==> src/rtl/alu4b_seq_pkg.sv <==
// Shared types and constants for the alu4b entry sequencer.
package alu4b_seq_pkg;

  typedef enum logic [1:0] {
    S_A   = 2'd0,
    S_B   = 2'd1,
    S_OP  = 2'd2,
    S_RUN = 2'd3
  } state_t;

  localparam logic [1:0] OP_ADD = 2'b00;
  localparam logic [1:0] OP_SUB = 2'b01;
  localparam logic [1:0] OP_AND = 2'b10;
  localparam logic [1:0] OP_OR  = 2'b11;

  function automatic logic [3:0] step_onehot(input state_t s);
    return 4'b0001 << s;
  endfunction

endpackage

==> src/rtl/alu4b_seq_debounce_btn.sv <==
// Pushbutton synchronizer and debouncer; emits a one-cycle pulse per accepted press.
module debounce_btn #(
  parameter int DB_CYCLES = 500000,
  parameter int CNT_W     = 19
) (
  input  logic clk,
  input  logic rst,
  input  logic btn,
  output logic press
);

  localparam logic [CNT_W-1:0] CNT_LAST = CNT_W'(DB_CYCLES - 1);

  logic             r_sync1;
  logic             r_sync2;
  logic             r_stable;
  logic             r_stable_d;
  logic [CNT_W-1:0] r_cnt;

  always_ff @(posedge clk or posedge rst) begin
    if (rst) begin
      r_sync1    <= 1'b0;
      r_sync2    <= 1'b0;
      r_stable   <= 1'b0;
      r_stable_d <= 1'b0;
      r_cnt      <= '0;
    end else begin
      r_sync1    <= btn;
      r_sync2    <= r_sync1;
      r_stable_d <= r_stable;
      // Any return to the stable level restarts the qualification window.
      if (r_sync2 != r_stable) begin
        if (r_cnt == CNT_LAST) begin
          r_stable <= r_sync2;
          r_cnt    <= '0;
        end else begin
          r_cnt <= r_cnt + CNT_W'(1);
        end
      end else begin
        r_cnt <= '0;
      end
    end
  end

  assign press = r_stable & ~r_stable_d;

endmodule

==> src/rtl/decodificador.sv <==
// Hex digit to 7-segment decoder, active-high segments, bit order {a..g}.
module decodificador (
  input  logic [3:0] i_val,
  output logic [6:0] o_seg
);

  always_comb begin
    o_seg = 7'h00;
    case (i_val)
      4'h0: o_seg = 7'h7E;
      4'h1: o_seg = 7'h30;
      4'h2: o_seg = 7'h6D;
      4'h3: o_seg = 7'h79;
      4'h4: o_seg = 7'h33;
      4'h5: o_seg = 7'h5B;
      4'h6: o_seg = 7'h5F;
      4'h7: o_seg = 7'h70;
      4'h8: o_seg = 7'h7F;
      4'h9: o_seg = 7'h7B;
      4'hA: o_seg = 7'h77;
      4'hB: o_seg = 7'h1F;
      4'hC: o_seg = 7'h4E;
      4'hD: o_seg = 7'h3D;
      4'hE: o_seg = 7'h4F;
      default: o_seg = 7'h47;
    endcase
  end

endmodule

==> src/rtl/alu4b_seq.sv <==
// Operand/opcode entry sequencer for alu4b: one switch bank, one enter button, one display digit.
module alu4b_seq
  import alu4b_seq_pkg::*;
#(
  parameter int DB_CYCLES = 500000,
  parameter int CNT_W     = 19
) (
  input  logic       clk,
  input  logic       rst,
  input  logic [3:0] sw,
  input  logic       btn,
  output logic [3:0] a,
  output logic [3:0] b,
  output logic       s1,
  output logic       s0,
  input  logic       cout_som,
  input  logic       cout_sub,
  input  logic [6:0] seg_alu,
  output logic [6:0] seg,
  output logic [3:0] step,
  output logic       flag_c
);

  state_t     r_state;
  logic [3:0] r_a;
  logic [3:0] r_b;
  logic [1:0] r_op;
  logic [3:0] r_step;
  logic       r_flag_c;
  logic       w_press;
  logic [6:0] w_seg_sw;

  debounce_btn #(
    .DB_CYCLES(DB_CYCLES),
    .CNT_W    (CNT_W)
  ) u_db (
    .clk  (clk),
    .rst  (rst),
    .btn  (btn),
    .press(w_press)
  );

  decodificador u_dec (
    .i_val(sw),
    .o_seg(w_seg_sw)
  );

  always_ff @(posedge clk or posedge rst) begin
    if (rst) begin
      r_state  <= S_A;
      r_a      <= 4'h0;
      r_b      <= 4'h0;
      r_op     <= OP_ADD;
      r_step   <= step_onehot(S_A);
      r_flag_c <= 1'b0;
    end else begin
      if (r_state == S_RUN) begin
        case (r_op)
          OP_ADD:  r_flag_c <= cout_som;
          OP_SUB:  r_flag_c <= cout_sub;
          default: r_flag_c <= 1'b0;
        endcase
      end else begin
        r_flag_c <= 1'b0;
      end

      case (r_state)
        S_A: if (w_press) begin
          r_a     <= sw;
          r_state <= S_B;
          r_step  <= step_onehot(S_B);
        end
        S_B: if (w_press) begin
          r_b     <= sw;
          r_state <= S_OP;
          r_step  <= step_onehot(S_OP);
        end
        S_OP: if (w_press) begin
          r_op    <= sw[1:0];
          r_state <= S_RUN;
          r_step  <= step_onehot(S_RUN);
        end
        S_RUN: if (w_press) begin
          r_state <= S_A;
          r_step  <= step_onehot(S_A);
        end
        default: begin
          r_state <= S_A;
          r_step  <= step_onehot(S_A);
        end
      endcase
    end
  end

  assign seg    = (r_state == S_RUN) ? seg_alu : w_seg_sw;
  assign a      = r_a;
  assign b      = r_b;
  assign s1     = r_op[1];
  assign s0     = r_op[0];
  assign step   = r_step;
  assign flag_c = r_flag_c;

endmodule

==> config.mk <==
export PLATFORM = sky130hd
export DESIGN_NAME = alu4b_seq
export DESIGN_NICKNAME = d
export VERILOG_FILES = /design/src/rtl/alu4b_seq_pkg.sv /design/src/rtl/alu4b_seq_debounce_btn.sv /design/src/rtl/decodificador.sv /design/src/rtl/alu4b_seq.sv
export SDC_FILE = /design/constraint.sdc
export NUM_CORES = 1
export LEC_CHECK = 0
export CAP_MARGIN = 40
export CORE_UTILIZATION = 45
export CTS_CLUSTER_SIZE = 10
export DETAILED_ROUTE_END_ITERATION = 12
export GPL_TIMING_DRIVEN = 0
export MAX_ROUTING_LAYER = met4
export PLACE_DENSITY = 0.69
export SLEW_MARGIN = 20
export SYNTH_ARGS = -nofsm -noshare
export SYNTH_HDL_FRONTEND = slang
export SYNTH_HIERARCHICAL = 1
export SYNTH_SLANG_ARGS = --single-unit
==> constraint.sdc <==
create_clock -name clk -period 2.38 [get_ports clk]
set_clock_uncertainty 0.05 [all_clocks]
set_input_delay 0.595 -clock clk [delete_from_list [all_inputs] [get_ports clk]]
set_output_delay 0.595 -clock clk [all_outputs]
set_load 0.02 [all_outputs]
# After elaboration in Yosys (flattened, before gate mapping)
# Memories as Yosys holds them, arrays and structs flattened.
# Index checks and enable logic that the tools add are counted.
op_classes:
  add_sub_neg: 1
  eq_ne: 10
  mux: 15
  n_bitwise: 2
  n_reduce_logical: 7
op_table:
  columns: ["cell", "n"]
  rows:
  - ["$mux W19", 2]
  - ["$add A19 B1 Y19 const B", 1]
  - ["$eq A19 B19 Y1 const B", 1]
  - ["$mux W4", 4]
  - ["$pmux W4 S4", 1]
  - ["$mux W2", 4]
  - ["$ne A2 B1 Y1 const B", 4]
  - ["$pmux W2 S4", 1]
  - ["$reduce_and A2 Y1", 4]
  - ["$mux W7", 1]
  - ["$eq A2 B1 Y1 const B", 2]
  - ["$eq A2 B2 Y1 const B", 2]
  - ["$logic_not A2 Y1", 2]
  - ["$reduce_and A4 Y1", 1]
  - ["$pmux W1 S2", 1]
  - ["$and A1 B1 Y1", 1]
  - ["$mux W1", 1]
  - ["$ne A1 B1 Y1", 1]
  - ["$not A1 Y1", 1]
word_totals:
  register_bits: 40
  rom_bits: 112
  input_bits: 16
  out_inout_bits: 22
  elab_cells: 47
  memories: 1
mem_list:
  columns: ["memory", "depth", "width", "rd", "rd_clocked_by_memory_dff", "wr", "line_no", "source"]
  rows:
  - ["(name not given)", 16, 7, 1, 0, 0, "decodificador.sv:9", "case (i_val)"]

# Longest topological paths before layout
# Gate-level depths: netlist of run 1.
logic_depth:
  ltp_word: 4
  depth_mapped: 7
  mapped_depth_nobuf: 5

# Cells and area by module
# The synthesis of run 1 kept the hierarchy.
modules_own_cells:
  columns: ["module", "instances", "cells_per_inst", "area_each_um2", "seq_area_each_um2"]
  rows:
  - ["debounce_btn", 1, 105, 1122.3, 575.6]
  - ["alu4b_seq", 1, 59, 853.3, 426.7]
  - ["decodificador", 1, 33, 290.3, 0.0]

# Worst setup path before layout of run 1
# No wires, ideal clock.
synth_path:
  kind: "input port to output port"
  startpoint: "input port sw[0]"
  endpoint: "output port seg[3]"
  arrival_ns: 1.740
  t_required_ns: 1.735
  path_slack_ns: -0.005
  path_stages: 4
  path_buffers: 0
  cell_sequence: "inv_1 ha_1 mux4_1 mux2_2"
synth_between:
  elab_chain_len: 2
synth_rtl:
  columns: ["element", "line_no", "source"]
  rows:
  - ["start: declaration", "alu4b_seq.sv:10", "input logic [3:0] sw,"]
  - ["$mem_v2 Z16 W7", null, null]
  - ["named net w_seg_sw[3]", "alu4b_seq.sv:31", "logic [6:0] w_seg_sw;"]
  - ["$mux W7", "alu4b_seq.sv:95", "assign seg = (r_state == S_RUN) ? seg_alu : w_seg_sw;"]
  - ["end: declaration", "alu4b_seq.sv:19", "output logic [6:0] seg,"]
# The timed path passes the listed nets, and every way through them passes these cells.

# Final worst setup path of run 1
# Same ends and word-level chain as after synthesis.

==> impl_metrics.toml, run 1 <==
[layout]
drive_gt1_share_pct = 29.0
syn_to_final_growth_pct = 31.2
seqCellArea_um2 = 1000
fill_cells = 398
final_nets = 278
final_common_cell = "dfrtp_1"
multiInputGateArea_um2 = 1210
utilization_pct = 62.1
final_cell_mix = "39 x dfrtp_1, 26 x clkdlybuf4s50_1, 20 x mux2_2, 17 x nor2_1, 11 x ha_1"
n_antenna_cell = 0

[placed_design]
port_buffers = 37
place_hpwl_um = 2980
pre_cts_ws_ns = -1.31
gp_congestion = 0.784

[timing]
hold_ws_ns = 0.301
fmax_mhz = 403
setup_slack_ns = -0.103
hold_violations = 0
finalSetupViolCount = 3
min_period_ns = 2.48
rsz0062_at_grt = "true"
post-route-period-util_pct = 104
relSlewSlack_pct = 57.7
slew_violations = 0
tightest_slew_ns = 0.634

[routing]
dr.first_iter.drc_count = 45
vias = 1615
drc = 0
wl_per_cell_um = 13.5
routed_wl_um = 4240
detail_route.first_pass.iterations = 4
antenna_left = 0
viasPerCell = 5.13

[power]
power_uw = 1510
switching_share_pct = 22.0
p_comb_share_pct = 13.9
p_int_uw = 1180
p_leak_uw = 0.00128
p_switching_uw = 331
vdd_drop_max_v = 0.000433
power.share.sequential_pct = 46.7
pwr_density_cell_nw_per_um2 = 507
clockPowerShare_pct = 39.4

[grt]
first_global_vias = 1496
grt_usage_pct = 17.9
antenna_found_initial = 0
grt-ovfl-total = 0
grt_pass1_wl_um = 6960
grt_max_degree = 18

[die]
fp.coreArea_um2 = 4790
ioPinCount = 38
die_area_um2 = 5320
dieHeight_um = 73.0
core.rowCount = 25
initial_core_util_pct = 47.3
die_x_um = 73.0

[status]
status = "complete, but fails checks"
violations = "setup timing"

[critical_path]
cp_data_required_time_ns = 1.74
cp_max_fo = 5
cp-start-kind = "input port"
crit_type = "in2out"
cp.arrival_ns = 1.84
cp-end-kind = "primary output"

[synth]
synth-xor-area-share_pct = 5.80
synthMuxAreaShare_pct = 15.7
synth_top_area_share_pct = 43.1
ys_async_sr_fraction_pct = 100
syn_avg_cell_area_um2 = 11.5
synth-edff-count = 0
synth-warning-count = 6
synth_area_leader_cell = "dfrtp_1"
syn_area_um2 = 2270
synth_area_leaders = "dfrtp_1 43%, mux2_2 11%, ha_1 8.3%"
synth_flop_cell = "dfrtp_1"
synth_cell_type_count = 48
yosys.area_share.simple_pct = 17.2
synth_nets = 228
synth_fa_ha_area_share_pct = 8.28
synth_top_family_by_area = "simple AND/OR/NAND/NOR gates"
yosysSeqAreaShare_pct = 44.2
synth-compound-area-share_pct = 4.36
ys_ff_latch = 40
syn_inst = 197

[cts]
cts_hold_buffers = 0
cts_root_buffer = "clkbuf_8"
clock_sinks = 40
cts.path.max_buffers = 2
clk_latency_ns = 0.29
path_clk_slew_ns = 0.07
htree_levels = 2
tritoncts = "done"
numCtsBuffers = 5

[min_path]
hp-class = "reg2reg"

[run]
cap_violations = 0
[power by group through the flow]
stage | combinational, µW | sequential, µW | clock [µW]
6_report | 210 | 704 | 595
5_1_grt | 227 | 706 | 636
4_1_cts | 209 | 704 | 611
3_5_place_dp | 190 | 717 | 0
3_3_place_gp | 185 | 717 | 0
2_1_floorplan | 93.7 | 726 | 0
[path summary, 6_finish.rpt]
check                                         start                  endpoint  slack [ns]  cells after the start
max                                           sw[0]                    seg[3]       -0.10                      6
min                          u_db/r_sync1$_DFF_PP0_    u_db/r_sync2$_DFF_PP0_        0.30                      0
max reg2reg                u_db/r_cnt[11]$_DFF_PP0_  u_db/r_cnt[10]$_DFF_PP0_        0.55                      6
min reg2reg                  u_db/r_sync1$_DFF_PP0_    u_db/r_sync2$_DFF_PP0_        0.30                      0
max in group asynchronous                       rst          b[1]$_DFFE_PP0P_        1.21                      2
min in group asynchronous                       rst  u_db/r_cnt[17]$_DFF_PP0_        0.56                      2
[kinds of logic after synthesis]
| logic type | Yosys count |
|---|---|
| simple gates | 67 |
| mux | 30 |
| fa+ha+maj | 15 |
| buf+inv | 16 |
| xor+xnor | 15 |
| compound gates | 14 |
| flops | 40 |
[cells in the mapped netlist (2+ instances only)]
cell and n:
a21oi_1 6, nor2b_1 2, mux2_4 2, buf_6 3, mux2i_1 4, nand3_1 7, nor2_1 17, nand4_1 4
nand4b_1 2, xnor2_1 7, xor2_1 8, inv_1 9, nand2_1 10, ha_1 15, or4b_1 2, mux2_2 23
nor3_1 3, and4_1 2, dfrtp_1 39, and3_1 3, nor4_1 2
[what timing repair did]
item / CTS / global route
gates cloned: 0 / 1
buffers inserted: 4 / 0
endpoints found under the setup margin: 7 / 6
pin swaps: 0 / 0
hold endpoints to repair: 0 / 0
gates resized for setup: 78 / 3
[critical path, stage by stage]
cell,delay (ns)
buf_12,0.12
inv_8,0.06
ha_4,0.19
mux4_2,0.45
mux2_4,0.28
buf_6,0.13
[layer usage]
| layer | vias to the layer above | part of all wire [%] | GRT usage [%] |
|---|---|---|---|
| li1 | 795 | - | - |
| met1 | 777 | 48 | 22.7 |
| met2 | 38 | 47 | 28.6 |
| met3 | 5 | 3.8 | 3.59 |
| met4 | 0 | 1.2 | 6.54 |
| met5 | - | 0 | - |
[flip-flops by register name, indices dropped and copies added, names as in the netlist]
| register | cells |
|---|---|
| a | 4 |
| u_db/r_stable | 1 |
| r_state | 2 |
| step | 4 |
| u_db/r_sync1 | 1 |
| u_db/r_sync2 | 1 |
| u_db/r_stable_d | 1 |
| flag_c | 1 |
| r_op | 2 |
| u_db/r_cnt | 19 |
| b | 4 |
[stage by stage]
stage	cell area [µm²]	instances	setup TNS, ns
after detailed placement	2740	302	-7.79
after global routing	2970	315	-0.294
after CTS	2970	314	-0.144
after global placement	2720	301	-7.76
after floorplan	2270	197	0
final	2970	315	-0.180
[final cells by class]
cell class                      instances  share of cell area (%)
Multi-Input combinational cell        141                    40.9
Clock inverter                          1                    1.01
Tap cell                               67                    2.82
Sequential cell                        40                    33.7
Timing Repair Buffer                   43                    14.2
Clock buffer                            7                    3.24
Inverter                                9                    1.64
Buffer                                  7                    2.48
Note: power is estimated with default switching activity, not from simulation.
==> run 2, diff against run 1 <==
--- a/config.mk
+++ b/config.mk
@@ -6,13 +6,13 @@
 export NUM_CORES = 1
 export LEC_CHECK = 0
 export CAP_MARGIN = 40
+export CORE_MARGIN = 2
 export CORE_UTILIZATION = 45
 export CTS_CLUSTER_SIZE = 10
 export DETAILED_ROUTE_END_ITERATION = 12
 export GPL_TIMING_DRIVEN = 0
 export MAX_ROUTING_LAYER = met4
 export PLACE_DENSITY = 0.69
-export SLEW_MARGIN = 20
 export SYNTH_ARGS = -nofsm -noshare
 export SYNTH_HDL_FRONTEND = slang
 export SYNTH_HIERARCHICAL = 1
==> impl_metrics.toml, run 2 (same netlist as run 1, synthesis figures left out) <==
[critical_path]
cp-start-kind = "input port"
cp-end-kind = "primary output"
cp.arrival_ns = 1.84
cp_data_required_time_ns = 1.74
cp_max_fo = 5
crit_type = "in2out"

[layout]
n_antenna_cell = 0
top_register = "u_db/r_cnt"
utilization_pct = 60.9
final_cell_mix = "39 x dfrtp_1, 26 x clkdlybuf4s50_1, 21 x mux2_2, 17 x nor2_1"
final_common_cell = "dfrtp_1"
syn_to_final_growth_pct = 28.5
largest_register_ffs = 19
drive_gt1_share_pct = 28.7
final_nets = 277

[timing]
fmax_mhz = 402
slew_violations = 0
finalSetupViolCount = 3
min_period_ns = 2.49
post-route-period-util_pct = 105
rsz0062_at_grt = "true"
relSlewSlack_pct = 56.3
hold_violations = 0
tightest_slew_ns = 0.655
setup_slack_ns = -0.110

[die]
core.rowCount = 25
die_area_um2 = 5620
ioPinCount = 38
fp.coreArea_um2 = 4790
die_x_um = 75.0
initial_core_util_pct = 47.3
dieHeight_um = 75.0

[routing]
antenna_left = 0
vias = 1595
routed_wl_um = 4220
viasPerCell = 5.08
dr.first_iter.drc_count = 101
wl_per_cell_um = 13.4
detail_route.first_pass.iterations = 5
drc = 0

[power]
p_switching_uw = 318
pwr_density_cell_nw_per_um2 = 456
vdd_drop_max_v = 0.000404
p_comb_share_pct = 15.5
switching_share_pct = 23.9
p_int_uw = 1010
clockPowerShare_pct = 31.5
power.share.sequential_pct = 53.0
p_leak_uw = 0.00125

[min_path]
hp-class = "reg2reg"

[grt]
busiest_layer = "met2"
grt_usage_pct = 17.4
use_met3_pct = 3.88
grt-ovfl-total = 0
first_global_vias = 1517
met2_usage_pct = 26.1
antenna_found_initial = 0
grt_pass1_wl_um = 7180
grt_max_degree = 18
gr-usage-met1_pct = 23.5

[placed_design]
gp_congestion = 0.812
pre_cts_ws_ns = -1.32
place_hpwl_um = 3020
port_buffers = 37

[run]
cap_violations = 0

[cts]
clk_latency_ns = 0.28
clock_sinks = 40
tritoncts = "done"
cts_root_buffer = "clkbuf_8"
cts.path.max_buffers = 2
numCtsBuffers = 5
path_clk_slew_ns = 0.07
htree_levels = 2

[status]
violations = "setup timing"
status = "complete, but fails checks"
-- run 2: per-layer routing --
layer  part of all wire (%)  vias up
met1                     48      775
met2                     46       30
met4                    1.0        0
met5                      0        -
li1                       -      785
met3                    4.5        5
-- run 2: final cells by class --
cell class | instances | area (µm²)
buffer | 7 | 73.8
clock buffer | 7 | 76.3
clock inverter | 1 | 5.00
fill | 410 | 1870
inverter | 9 | 48.8
multi-input combinational | 141 | 1210
sequential | 40 | 1000
tap | 67 | 83.8
timing repair buffer | 42 | 409
-- run 2: power by group through the flow --
stage	clock network (µW)	registers (µW)	logic, µW
3_5_place_dp	0	717	190
2_1_floorplan	0	726	93.7
6_report	418	704	206
3_3_place_gp	0	717	186
5_1_grt	473	706	225
4_1_cts	439	704	208
-- run 2: final timing paths --
check,startpoint,end,slack (ns),cells past startpoint
max in group asynchronous,rst,b[1]$_DFFE_PP0P_,1.19,2
hold reg to reg,u_db/r_sync1$_DFF_PP0_,u_db/r_sync2$_DFF_PP0_,0.30,0
min in group asynchronous,rst,u_db/r_cnt[17]$_DFF_PP0_,0.57,2
setup / recovery,sw[0],seg[3],-0.11,6
setup reg to reg,u_db/r_cnt[0]$_DFF_PP0_,u_db/r_cnt[18]$_DFF_PP0_,0.54,5
hold / removal,u_db/r_sync1$_DFF_PP0_,u_db/r_sync2$_DFF_PP0_,0.30,0
-- run 2: timing repair --
action | 4_1_cts | 5_1_grt
setup endpoints to repair | 7 | 6
buffers inserted | 3 | 0
cloned | 1 | 0
hold buffers | 0 | 0
resized for setup | 78 | 6
-- run 2: metrics by stage --
| step | power [µW] | instances | instance area (µm²) | hold slack [ns] | TNS, ns |
|---|---|---|---|---|---|
| floorplan | 820 | 197 | 2270 | 0.281 | 0 |
| global placement | 902 | 301 | 2720 | 0.287 | -7.75 |
| detailed placement | 907 | 302 | 2740 | 0.285 | -7.75 |
| CTS | 1350 | 314 | 2920 | 0.301 | -0.137 |
| global route | 1400 | 314 | 2910 | 0.329 | -0.246 |
| finish | 1330 | 314 | 2910 | 0.300 | -0.139 |
-- run 2: worst max-delay path, cell delays in order --
cell,delay [ns]
buf_12,0.12
inv_8,0.06
ha_4,0.20
mux4_2,0.46
mux2_4,0.28
buf_6,0.13
==> run 3, diff against run 2 <==
--- a/config.mk
+++ b/config.mk
@@ -12,7 +12,8 @@
 export DETAILED_ROUTE_END_ITERATION = 12
 export GPL_TIMING_DRIVEN = 0
 export MAX_ROUTING_LAYER = met4
-export PLACE_DENSITY = 0.69
+export PLACE_DENSITY = 0.73
+export SKIP_LAST_GASP = 1
 export SYNTH_ARGS = -nofsm -noshare
 export SYNTH_HDL_FRONTEND = slang
 export SYNTH_HIERARCHICAL = 1
==> impl_metrics.toml, run 3 (same netlist as run 1, synthesis figures left out) <==
[status]
status = "complete, but fails checks"
violations = "setup timing"

[grt]
grt_pass1_wl_um = 7390
grt_usage_pct = 18.2
grt-ovfl-total = 0
antenna_found_initial = 0
first_global_vias = 1583
grt_max_degree = 18

[critical_path]
reg2reg_depth = 6
reg2reg_slack_ns = 0.55
crit_path_end = "seg[3]"
critPathSlowestCell = "mux4_2"
cp-start-kind = "input port"
cp-end-kind = "primary output"
crit_type = "in2out"
rr_endpoint = "u_db/r_cnt[8]$_DFF_PP0_"
rr_startpoint = "u_db/r_cnt[11]$_DFF_PP0_"
crit_chain = "buf_12 -> inv_8 -> ha_4 -> mux4_2 -> mux2_4 -> buf_6"
cp_max_fo = 5
cp.arrival_ns = 1.84
startpoint = "sw[0]"
cp_data_required_time_ns = 1.74
slowest_delay_ns = 0.45

[timing]
fmax_mhz = 403
rsz0062_at_grt = "true"
finalSetupViolCount = 3
setup_tns_ns = -0.175
post-route-period-util_pct = 104
tightest_slew_ns = 0.638
relSlewSlack_pct = 57.5
setup_slack_ns = -0.103
slew_violations = 0
min_period_ns = 2.48
hold_violations = 0
hold_ws_ns = 0.306

[power]
switching_share_pct = 24.3
power.share.sequential_pct = 47.6
p_switching_uw = 359
p_leak_uw = 0.00128
clockPowerShare_pct = 38.1
p_comb_share_pct = 14.3
p_int_uw = 1120
vdd_drop_max_v = 0.000364
pwr_density_cell_nw_per_um2 = 500

[layout]
seqCellArea_um2 = 1000
multiInputGateArea_um2 = 1210
fill_cells = 367
final_nets = 277
final_common_cell = "dfrtp_1"
final_cell_area_um2 = 2950
largest_register_ffs = 19
drive_gt1_share_pct = 27.9
top_register = "u_db/r_cnt"
syn_to_final_growth_pct = 30.4
final_cell_mix = "39 x dfrtp_1, 26 x clkdlybuf4s50_1, 20 x mux2_2, 17 x nor2_1, 12 x ha_1"
n_antenna_cell = 0

[die]
die_x_um = 75.0
initial_core_util_pct = 47.3
dieHeight_um = 75.0
core.rowCount = 25
die_area_um2 = 5620
ioPinCount = 38
fp.coreArea_um2 = 4790

[cts]
cts_hold_buffers = 0
cts.path.max_buffers = 2
clock_sinks = 40
tritoncts = "done"
clk_latency_ns = 0.31
htree_levels = 2
cts_root_buffer = "clkbuf_8"
path_clk_slew_ns = 0.07
numCtsBuffers = 5

[run]
cap_violations = 0

[routing]
vias = 1623
wl_per_cell_um = 14.1
antenna_left = 0
detail_route.first_pass.iterations = 4
routed_wl_um = 4430
drc = 0
viasPerCell = 5.17
dr.first_iter.drc_count = 82

[placed_design]
postPlaceCellArea_um2 = 2750
port_buffers = 37
place_hpwl_um = 3190
gp_congestion = 0.778

[min_path]
hold_start = "u_db/r_sync1$_DFF_PP0_"
hp-class = "reg2reg"
-- run 3: cell count changes in the layout (fill, tap and decap cells not counted), sizes merged --
cell | previous run | this run
buf | 21 | 20
bufinv | 0 | 1
clkbuf | 9 | 8
clkinvlp | 0 | 1
-- run 3: cell type report --
cell class                 count  share of cell area [%]
timing repair buffer          42                    14.4
inverter                       9                    1.65
clock buffer                   5                    2.33
sequential                    40                    33.9
tap                           67                    2.84
buffer                         7                    2.50
clock inverter                 3                    1.44
multi-input combinational    141                    40.9
-- run 3: per-stage QoR --
step	power (µW)	std cells	setup slack, ns	util, %
global placement	903	301	-1.32	56.9
detailed placement	911	302	-1.35	57.5
finish	1480	314	-0.103	61.7
CTS	1490	314	-0.110	61.5
floorplan	820	197	0.00175	-
global route	1540	314	-0.123	61.7
-- run 3: critical path, delay by kind of cell --
kind	cells	cell delay [ns]
mux	2	0.73
buf+inv	3	0.28
fa+ha+maj	1	0.23
-- run 3: timing repair --
item                       CTS  global route
pin swaps                    1             1
setup endpoints to repair    7             7
resized for setup           76             5
setup buffers                4             0
-- run 3: worst min-delay path by stage --
stage                             endpoint  cells after the start  slack (ns)
floorplan           u_db/r_sync2$_DFF_PP0_                      0        0.28
detailed placement  u_db/r_sync2$_DFF_PP0_                      0        0.29
global placement    u_db/r_sync2$_DFF_PP0_                      0        0.28
global route        u_db/r_sync2$_DFF_PP0_                      0        0.32
CTS                 u_db/r_sync2$_DFF_PP0_                      0        0.31
finish              u_db/r_sync2$_DFF_PP0_                      0        0.31
-- run 3: power groups by stage --
| stage | logic [µW] | clock network, µW | registers (µW) |
|---|---|---|---|
| final | 212 | 563 | 704 |
| after CTS | 210 | 573 | 704 |
| after floorplan | 93.7 | 0 | 726 |
| after global placement | 186 | 0 | 717 |
| after detailed placement | 194 | 0 | 717 |
| after global routing | 231 | 601 | 706 |
-- run 3: per-layer routing --
metal,share of wire (%),vias up,wire length [µm],GRT usage (%)
met5,0,-,0,-
met4,2.1,0,92,8.53
met3,5.3,8,233,4.28
met2,45,43,2000,26.7
met1,48,782,2110,23.8
li1,-,790,-,-
==> edit: new RTL, settings of run 2 <==
`DB_CYCLES` is set to 500000 in 2 places; all go to 375000.
--- a/src/rtl/alu4b_seq_debounce_btn.sv
+++ b/src/rtl/alu4b_seq_debounce_btn.sv
@@ -1,5 +1,5 @@
 // Pushbutton synchronizer and debouncer; emits a one-cycle pulse per accepted press.
 module debounce_btn #(
-  parameter int DB_CYCLES = 500000,
+  parameter int DB_CYCLES = 375000,
   parameter int CNT_W     = 19
 ) (
--- a/src/rtl/alu4b_seq.sv
+++ b/src/rtl/alu4b_seq.sv
@@ -3,5 +3,5 @@
   import alu4b_seq_pkg::*;
 #(
-  parameter int DB_CYCLES = 500000,
+  parameter int DB_CYCLES = 375000,
   parameter int CNT_W     = 19
 ) (
Function: same outputs for any inputs over 10 cycles, from zero or initial values and one cycle with rst high; that may be too few to reach the edited logic, so the function may still have changed.
==> edit against run 2 <==
  * The flow still finishes with violations (negative setup slack)
  * Total power is 4.3% higher
  * Global-route usage is 0.16 points higher
  * Area after synthesis is 0.55% lower
  * Sequential cell count stayed put
  * Routed wire length is 9.2% higher
  * Setup slack better by 0.0049 ns
  * Synthesized cell count is 1.5% higher
  * Count of clock-buffer cells in the layout is 1 lower
  * Cell area is 2.4% higher
  * Critical path depth stayed put
  * Critical path type unchanged
  * Largest power group unchanged
  * Highest routed layer unchanged
==> edit: results (changes against run 2) <==
- Grt met1 use: 0.221 (-0.0145)
- Setup TNS: -0.141 ns (-0.00289 ns)
- Final setup violating endpoints: 3 (unchanged)
- Final WS setup: -0.105 ns (+0.00492 ns)
- Register share of total power: 0.509 (-0.021)
- Distinct cells, synth: 36 (-25%)
- Adder-cell share of the synthesized area: 0.0833 (+0.000460)
- Run status: complete, but fails checks
- Buffering overhead: 0.168 (+0.00205)
- Xor/xnor share of the synthesized area: 0.0622 (+0.00421)
- Final Hold Slack: 0.297 ns (-0.00312 ns)
- Wire length per cell: 14.4 um (+7.1%)
- Syn_nets: 231 (+1.3%)
- Largest cells by area after synthesis: dfrtp_1 43%, mux2_2 12%, ha_1 8.3%
- M1 WL: 2130 um (+4.6%)
- Cells after synthesis: 200 (+1.5%)
- Fraction of area in multi-input gates: 0.413 (-0.00374)
- Met3 Use GR: 0.0375 (-0.00134)
- Number of global-route vias before repair: 1,563 (+3.0%)
- Area grow syn2layout: 32.3%
- Reg2Reg Setup Slack: 0.19 ns (-0.35 ns)
- Routed length on met3: 218 um (+16%)
- Failing checks: negative setup slack
- Compound-Gate Fraction of Synth Area: 0.0466 (+0.00302)
- First-pass GRT wire length: 7180 um (about the same)
- Post-synthesis mux area share: 0.156 (-0.000795)
- Met2 WL: 2220 um (+13%)
- Worst-Margin Slew: 0.662 ns (+0.00727 ns)
- Worst Setup SP: sw[1]
- Place WS: -1.32 ns (-0.00145 ns)
- Leak: 1.26 nW (+0.94%)
## edit: cell types whose count changed after synthesis, moves of 2 or more
cell	before	now
nor2_1	17	22
and3_1	3	0
nor3_1	3	7
a21oi_1	6	4
nand4b_1	2	0
nor4_1	2	7
xnor2_1	7	13
inv_1	9	15
or4b_1	2	0
xor2_1	8	3
and4_1	2	0
## edit: worst register-to-register path: stages (launching register included)
cell and delay [ns]:
dfrtp_1 0.39, ha_1 0.28, nand4_4 0.17, or4b_4 0.57
o31ai_4 0.36, buf_4 0.21, nor2_1 0.05
## edit: how the worst min path moves through the flow
stage                             from           end
after floorplan           u_db/r_sync1  u_db/r_sync2
after global placement    u_db/r_sync1  u_db/r_sync2
after detailed placement  u_db/r_sync1  u_db/r_sync2
after CTS                 u_db/r_sync1  u_db/r_sync2
after global routing      u_db/r_sync1  u_db/r_sync2
final                     u_db/r_sync1  u_db/r_sync2
